[src/rtl/pulse_scan_sequencer.sv]
// Pulse delay scan sequencer: steps the pulse generator delay through a linear scan,
// holding each point for settling plus averaging periods, switching only on period boundaries.
module pulse_scan_sequencer #(
    parameter int unsigned WIDTH         = 32,
    parameter int unsigned CNT_W         = 16,
    parameter int unsigned SETTLE_CYCLES = 2
) (
    input  logic             clk_pll,
    input  logic             reset,
    input  logic             start,
    input  logic             abort,
    input  logic             cycle_end,
    input  logic [WIDTH-1:0] delay_base,
    input  logic [WIDTH-1:0] delay_step,
    input  logic [CNT_W-1:0] n_points,
    input  logic [CNT_W-1:0] n_avg,
    output logic [WIDTH-1:0] delay_out,
    output logic             pulse_en,
    output logic             busy,
    output logic             done,
    output logic             acq_valid,
    output logic [CNT_W-1:0] point_idx,
    output logic [CNT_W-1:0] avg_idx
);

    localparam int unsigned SW = (SETTLE_CYCLES > 1) ? $clog2(SETTLE_CYCLES + 1) : 1;
    localparam logic [SW-1:0] SettleLoad = SW'(SETTLE_CYCLES);

    typedef enum logic [2:0] {StIdle, StArm, StSettle, StRun, StDone} state_e;

    // State entered after arming and after every delay change.
    localparam state_e StPostLoad = (SETTLE_CYCLES > 0) ? StSettle : StRun;

    state_e           state_q, state_d;
    logic [WIDTH-1:0] delay_q, delay_d;
    logic [WIDTH-1:0] step_q, step_d;
    logic [CNT_W-1:0] pts_last_q, pts_last_d;
    logic [CNT_W-1:0] avg_last_q, avg_last_d;
    logic [CNT_W-1:0] point_q, point_d;
    logic [CNT_W-1:0] avg_q, avg_d;
    logic [SW-1:0]    settle_q, settle_d;
    logic             pulse_en_q, pulse_en_d;
    logic             done_q, done_d;
    logic             acq_q, acq_d;

    always_comb begin
        state_d    = state_q;
        delay_d    = delay_q;
        step_d     = step_q;
        pts_last_d = pts_last_q;
        avg_last_d = avg_last_q;
        point_d    = point_q;
        avg_d      = avg_q;
        settle_d   = settle_q;
        pulse_en_d = pulse_en_q;
        done_d     = 1'b0;
        acq_d      = 1'b0;

        unique case (state_q)
            StIdle: begin
                if (start) begin
                    step_d  = delay_step;
                    delay_d = delay_base;
                    point_d = '0;
                    avg_d   = '0;
                    if (n_points == '0 || n_avg == '0) begin
                        done_d = 1'b1;
                    end else begin
                        pts_last_d = n_points - CNT_W'(1);
                        avg_last_d = n_avg - CNT_W'(1);
                        state_d    = StArm;
                    end
                end
            end
            StArm: begin
                if (abort) begin
                    state_d    = StIdle;
                    pulse_en_d = 1'b0;
                end else if (cycle_end) begin
                    // Enable on the wrap so the first gated period is complete.
                    pulse_en_d = 1'b1;
                    settle_d   = SettleLoad;
                    state_d    = StPostLoad;
                end
            end
            StSettle: begin
                if (abort) begin
                    state_d    = StIdle;
                    pulse_en_d = 1'b0;
                end else if (cycle_end) begin
                    settle_d = settle_q - SW'(1);
                    if (settle_q <= SW'(1)) begin
                        state_d = StRun;
                    end
                end
            end
            StRun: begin
                if (abort) begin
                    state_d    = StIdle;
                    pulse_en_d = 1'b0;
                end else if (cycle_end) begin
                    acq_d = 1'b1;
                    if (avg_q < avg_last_q) begin
                        avg_d = avg_q + CNT_W'(1);
                    end else if (point_q < pts_last_q) begin
                        avg_d    = '0;
                        point_d  = point_q + CNT_W'(1);
                        delay_d  = delay_q + step_q;
                        settle_d = SettleLoad;
                        state_d  = StPostLoad;
                    end else begin
                        pulse_en_d = 1'b0;
                        done_d     = 1'b1;
                        state_d    = StDone;
                    end
                end
            end
            StDone: begin
                state_d = StIdle;
            end
            default: begin
                state_d = StIdle;
            end
        endcase
    end

    always_ff @(posedge clk_pll) begin
        if (!reset) begin
            state_q    <= StIdle;
            delay_q    <= '0;
            step_q     <= '0;
            pts_last_q <= '0;
            avg_last_q <= '0;
            point_q    <= '0;
            avg_q      <= '0;
            settle_q   <= '0;
            pulse_en_q <= 1'b0;
            done_q     <= 1'b0;
            acq_q      <= 1'b0;
        end else begin
            state_q    <= state_d;
            delay_q    <= delay_d;
            step_q     <= step_d;
            pts_last_q <= pts_last_d;
            avg_last_q <= avg_last_d;
            point_q    <= point_d;
            avg_q      <= avg_d;
            settle_q   <= settle_d;
            pulse_en_q <= pulse_en_d;
            done_q     <= done_d;
            acq_q      <= acq_d;
        end
    end

    assign delay_out = delay_q;
    assign pulse_en  = pulse_en_q;
    assign busy      = (state_q == StArm) || (state_q == StSettle) || (state_q == StRun);
    assign done      = done_q;
    assign acq_valid = acq_q;
    assign point_idx = point_q;
    assign avg_idx   = avg_q;

endmodule

[config.mk]
export PLATFORM = sky130hd
export DESIGN_NAME = pulse_scan_sequencer
export DESIGN_NICKNAME = d
export VERILOG_FILES = /design/src/rtl/pulse_scan_sequencer.sv
export SDC_FILE = /design/constraint.sdc
export NUM_CORES = 1
export LEC_CHECK = 0
export ABC_AREA = 1
export CAP_MARGIN = 20
export CORE_ASPECT_RATIO = 0.75
export CORE_MARGIN = 4
export CORE_UTILIZATION = 45
export DETAILED_ROUTE_END_ITERATION = 8
export PLACE_DENSITY = 0.75
export SETUP_SLACK_MARGIN = 0.5
export SYNTH_ARGS = -nofsm -noshare
export SYNTH_HDL_FRONTEND = slang
export SYNTH_SLANG_ARGS = --single-unit
export TNS_END_PERCENT = 20
[constraint.sdc]
create_clock -name clk_pll -period 3.8 [get_ports clk_pll]
set_input_delay 0.95 -clock clk_pll [delete_from_list [all_inputs] [get_ports clk_pll]]
set_output_delay 0.95 -clock clk_pll [all_outputs]
set_load 0.005 [all_outputs]
# Word-level counts from Yosys, hierarchy flattened
# Index checks and enable logic that the tools add are counted.
# word_totals
out_inout_bits	68
reg_bits	136
latch_bits	0
ram_bits	0
n_memories	0
word_cells	114
mem_bits_ro	0
input_bits	101
# classes
n_mul	0
muxes	54
n_reduce_logical	16
order_cmp	3
n_addsub	6
div	0
eq_ne	21
bitwise_logic	3
n_shift	0
# op_table
operator	n
32-bit 2-to-1 mux	5
16-bit 2-to-1 mux	9
16-bit one-hot mux with 2 select lines	2
32-bit one-hot mux with 2 select lines	1
3-bit 2-to-1 mux	11
16-bit by 1-bit adder with 16-bit output (second input constant)	2
32-bit adder	1
16-bit logical NOT	2
16-bit < comparator	2
16-bit by 1-bit subtractor with 16-bit output (second input constant)	2
2-bit != test (second input constant)	11
3-bit != test (second input constant)	7
2-bit 2-to-1 mux	8
1-bit 2-to-1 mux	14
3-bit one-hot mux with 4 select lines	1
6-bit AND reduction	2
9-bit AND reduction	1
7-bit AND reduction	1
3-bit by 2-bit == test with 1-bit output (second input constant)	2
2-bit one-hot mux with 3 select lines	1
5-bit AND reduction	1
3-bit by 1-bit == test with 1-bit output (second input constant)	1
3-bit logical NOT	1
1-bit logical OR	3
10 further kinds	12

# Longest topological paths before layout
# logic_depth
depth_word	6
depth_mapped	17
mapped_depth_nobuf	16

# Least setup slack after synthesis
# OpenSTA, ideal clock, no wires.
# synth_timing
path_kind	input to register
start	input n_avg[0]
end	register avg_last_q[14]
arrival_time_ns	2.451
path_stages	11
required_time_ns	3.672
setup_ns	0.128
path_buffers	2
path_slack_ns	1.221
cell_sequence	inv_1 -> ha_1 -> nand2_1 -> nor2_1 -> nand2_1 -> nor2_1 -> nand4_1 -> nand3_1 -> clkbuf_1 -> clkbuf_1 -> a21oi_1
# synth_between
elab_chain_len	4
word_cells_on_any_way	5
classes_between	1 x add/sub; 1 x bitwise; 3 x reduce/logical
# synth_rtl
element	line	rtl
from (decl)	16	input logic [CNT_W-1:0] n_avg,
parallel branches: the longest is 4 deep, another holds 16-bit by 1-bit subtractor with 16-bit output	-	
to (signal assigned)	145	avg_last_q <= avg_last_d;
to (decl)	38	logic [CNT_W-1:0] avg_last_q, avg_last_d;
# Parallel ways; which one is timed is not known.
# A chain may end at the register's enable or synchronous reset.

# Worst setup path in the final report
# layout_timing
start	register point_q[9] (netlist: point_idx[9])
end	register avg_q[6] (netlist: avg_idx[6])
# layout_between
elab_chain_len	3
# layout_rtl
element	line	rtl
from (decl)	39	logic [CNT_W-1:0] point_q, point_d;
from (signal assigned)	146	point_q <= point_d;
16-bit < comparator	105	end else if (point_q < pts_last_q) begin
3-bit != test (no source line)	-	
5-bit AND reduction (no source line)	-	
to (signal assigned)	147	avg_q <= avg_d;
to (decl)	40	logic [CNT_W-1:0] avg_q, avg_d;
# No other way between the ends.

==> key figures <==
Route
  • Vias per cell: 5.154
  • DRT iter0 DRCs: 1010
  • Routed met3 length: 2.380 mm
  • Via Count: 10612
  • Routed length per instance: 14.43 um
  • Remaining DRCs: 0
  • Wl on met1: 14.98 mm
  • Highest Signal Layer: met4
  • First-pass DRT Iterations: 5
  • WL met2: 12.06 mm
  • Final WL: 29.72 mm
  • Antenna Nets Post-Route: 0

Critical path
  • CP bufs+invs: 2
  • Critical-path top delay cell: dfxtp_1
  • Worst path max stage delay: 0.50 ns
  • R2R setup slack: 0.87 ns
  • Worst R2R Start: point_idx[9]
  • Crit path launch type: flip-flop
  • Delay-heaviest family, CP: simple AND/OR/NAND/NOR gates
  • Worst EP required: 4.15 ns
  • CP Cell Sequence: ha_1, nand2_1, inv_1, o21ai_0, a21oi_1, nor2_1, nand2_1, nand3_1, nand2_1, inv_2, nand2_1, a21oi_1
  • R2R depth: 12
  • Crit path DAT: 3.28 ns
  • CP Class: flip-flop to flip-flop
  • Critical Path Fanout Max: 20
  • Critical path endpoint category: flip-flop
  • Worst reg2reg endpoint: avg_idx[6]
  • Top cell by count, worst path: nand2_1

Clock tree
  • Max Buffers Root-to-Sink: 2
  • Postcts setup bufs: 0
  • Clock Latency Late Sink: 0.43 ns
  • Root Buffer Master: clkbuf_16
  • Cts hold-fix bufs: 0
  • TritonCTS Buffers: 17
  • Htree depth: 4
  • Clock-pin slew on the worst setup and hold paths: 0.07 ns
  • TritonCTS clock tree: done
  • Clock Sinks: 136
  • Resized Gates After CTS: 0

Timing
  • Fin. max-slew vios: 0
  • Max-slew headroom at the worst pin: 0.3093
  • Setup WS post-layout: 0.8683 ns
  • Hold Vio Cnt, Final: 0
  • Fin crit period: 2.932 ns
  • Worst-margin pin slew: 1.035 ns
  • Clk_skew: 0.01221 ns
  • Fmax: 341.1 MHz
  • RSZ-0062 raised after global routing: no
  • Finish-stage setup viols: 0
  • Fraction of the cycle the final worst path needs: 0.7715
  • Setup tns final: 0 ns

Synthesis
  • Cell Area, Synth: 9694 um2
  • Synth top area cells: dfxtp_1, nand2_1, nor2_1
  • Mapped Cells: 1611
  • Ys flop type: dfxtp_1
  • Mapped Nets: 1779
  • Largest area contributor in the netlist: dfxtp_1
  • Async SR Flop Fraction: 0
  • Number of synthesized flops with an enable pin: 0
  • Seq cells post-synth: 136
  • Seq/Total Area, Yosys: 0.2808
  • Synth cell types: 33
  • Share of the synthesized area in the top cell type: 0.2808
  • Syn avg cell area: 6.018 um2
  • Syn. warnings: 0

Layout
  • Number of fill cells in the layout: 2096
  • Antenna Cells: 0
  • NumNets Final: 1926
  • FF/Latch Area: 2723 um2
  • Synthesis-to-finish area growth: 25.64%
  • Non-Filler Instances: 2059
  • Multi-input gate area: 5978 um2
  • Post-layout util: 0.5751
  • Fraction of layout cells with a size suffix above 1: 0.03219

Floorplanning
  • Die Y: 135.1 um
  • Die area: 23980 um2
  • Die width: 177.5 um
  • Top-Level Pins: 169
  • Row Count: 46
  • Core ar.: 21180 um2
  • Initial Utilization: 0.4577

GRT
  • Largest net degree at the start of global routing: 85
  • Global-route usage over all layers: 0.2459
  • Initial antenna violation count: 0
  • Vias in the first global route: 9709
  • Wire length of the first global-routing pass: 47.96 mm
  • Grt ovf: 0

Power
  • Pwr dens: 457.3 nW/um2
  • Net Switching: 0.002128 W
  • Net Sw Frac: 0.3820
  • Leakage: 5.858 nW
  • Peak supply drop: 0.0003001 V
  • Combinational share of power: 0.370
  • Internal: 0.003442 W
  • Clock power frac: 0.291
  • Power, Total: 0.005570 W
  • Seq pwr share: 0.339

Job
  • Max-cap viol count: 0

Placed design
  • Post-Place Worst Slack: 0.4989 ns
  • Cells after DPL: 2027
  • DP HPWL: 22.47 mm
  • I/O Buffers: 168
  • Global placer's final weighted congestion: 0.9743

Status
  • Status: finished, final reports clean

Worst hold path
  • Min-Delay Endpoint: pts_last_q[5]
  • Hold Path Class: flip-flop to flip-flop
  • Hold path startpoint: pts_last_q[5]
  • Hold-critical path depth: 2
tightest hold or removal path, stage by stage, from the launching register on:
cell     delay [ns]
dfxtp_1        0.30
inv_1          0.06
a21oi_1        0.06
registers in the layout, indices dropped and copies added (netlist names):
name        count
done            1
avg_last_q     16
pulse_en        1
delay_out      32
settle_q        2
pts_last_q     16
acq_valid       1
avg_idx        16
point_idx      16
state_q         3
step_q         32
stage by stage:
stage | hold slack (ns) | cell area [um2]
after floorplan | 0.4302 | 9694
after global routing | 0.4798 | 12180
after global placement | 0.4481 | 11620
final | 0.4580 | 12180
after CTS | 0.4623 | 12180
after detailed placement | 0.4520 | 11620
how the worst max path moves through the flow:
stage                       startpoint  cells after the start              to  slack [ns]
after CTS                 point_idx[3]                     12      avg_idx[6]        0.91
after floorplan               n_avg[0]                     11  avg_last_q[14]        1.22
after global routing      point_idx[9]                     12      avg_idx[6]        0.67
after global placement       cycle_end                     10      avg_idx[4]        0.68
after detailed placement     cycle_end                      9      avg_idx[6]        0.50
final                     point_idx[9]                     12      avg_idx[6]        0.87
synth_stat cells, types with 3 or more instances:
| cell | number |
|---|---|
| nand2_1 | 476 |
| nor2_1 | 257 |
| inv_1 | 205 |
| dfxtp_1 | 136 |
| nand3_1 | 98 |
| a21oi_1 | 84 |
| o21ai_0 | 80 |
| ha_1 | 66 |
| clkbuf_1 | 35 |
| xor2_1 | 30 |
| nand4_1 | 29 |
| nor3_1 | 24 |
| o21ai_1 | 19 |
| xnor2_1 | 11 |
| a31oi_1 | 9 |
| nand3b_1 | 8 |
| buf_2 | 7 |
| buf_1 | 6 |
| inv_2 | 5 |
| o21bai_1 | 5 |
| or2_2 | 5 |
| nor3b_1 | 3 |
per-layer routing:
metal | up-vias | GRT usage
met1 | 4789 | 0.3740
met4 | 0 | 0.05238
met3 | 26 | 0.05318
met5 | - | 0
li1 | 5400 | -
met2 | 397 | 0.3554
power by group through the flow:
stage | Clock (W) | Combinational, W | Sequential, W
2_1_floorplan | 0 | 0.00131 | 0.00185
3_3_place_gp | 0 | 0.00199 | 0.00191
3_5_place_dp | 0 | 0.00204 | 0.00192
4_1_cts | 0.00164 | 0.00206 | 0.00189
5_1_grt | 0.00170 | 0.00233 | 0.00192
6_report | 0.00162 | 0.00206 | 0.00189
area by class of cell:
| class | count | share of cell area |
|---|---|---|
| Clock inverter | 13 | 0.009964 |
| Timing Repair Buffer | 178 | 0.1450 |
| Multi-Input combinational cell | 1215 | 0.4908 |
| Clock buffer | 19 | 0.03636 |
| Inverter | 210 | 0.06472 |
| Tap cell | 288 | 0.02958 |
| Sequential cell | 136 | 0.2235 |
kinds of logic (layout without fill, tap and decap cells):
group | Yosys count | after routing | synth area share
xor gates and xnor gates | 41 | 41 | 0.03704
AOI/OAI and AO/OA | 203 | 203 | 0.1101
DFF | 136 | 136 | 0.2808
buffers and inverters | 260 | 420 | 0.1027
and+or+nand+nor | 904 | 904 | 0.3820
adders and majority gates | 67 | 67 | 0.08725
layout by cell type (no fill, tap or decap), drive strengths merged:
cell type        n
a31oi            9
and2             1
o21ai           99
a21oi           84
clkdlybuf4s50  167
ha              66
inv            212
dfxtp          136
buf             11
clkinvlp         5
nand2          476
nor2           259
xnor2           11
clkinv           5
nand4           29
nand3           99
bufinv           1
nand3b           8
nor3            24
clkbuf          19
or2              5
xor2            30
o31ai            1
a211oi           2
fa               1
o21bai           5
o21a             1
nor3b            3
a21o             2
No activity file was read; power rests on OpenSTA's default activity.
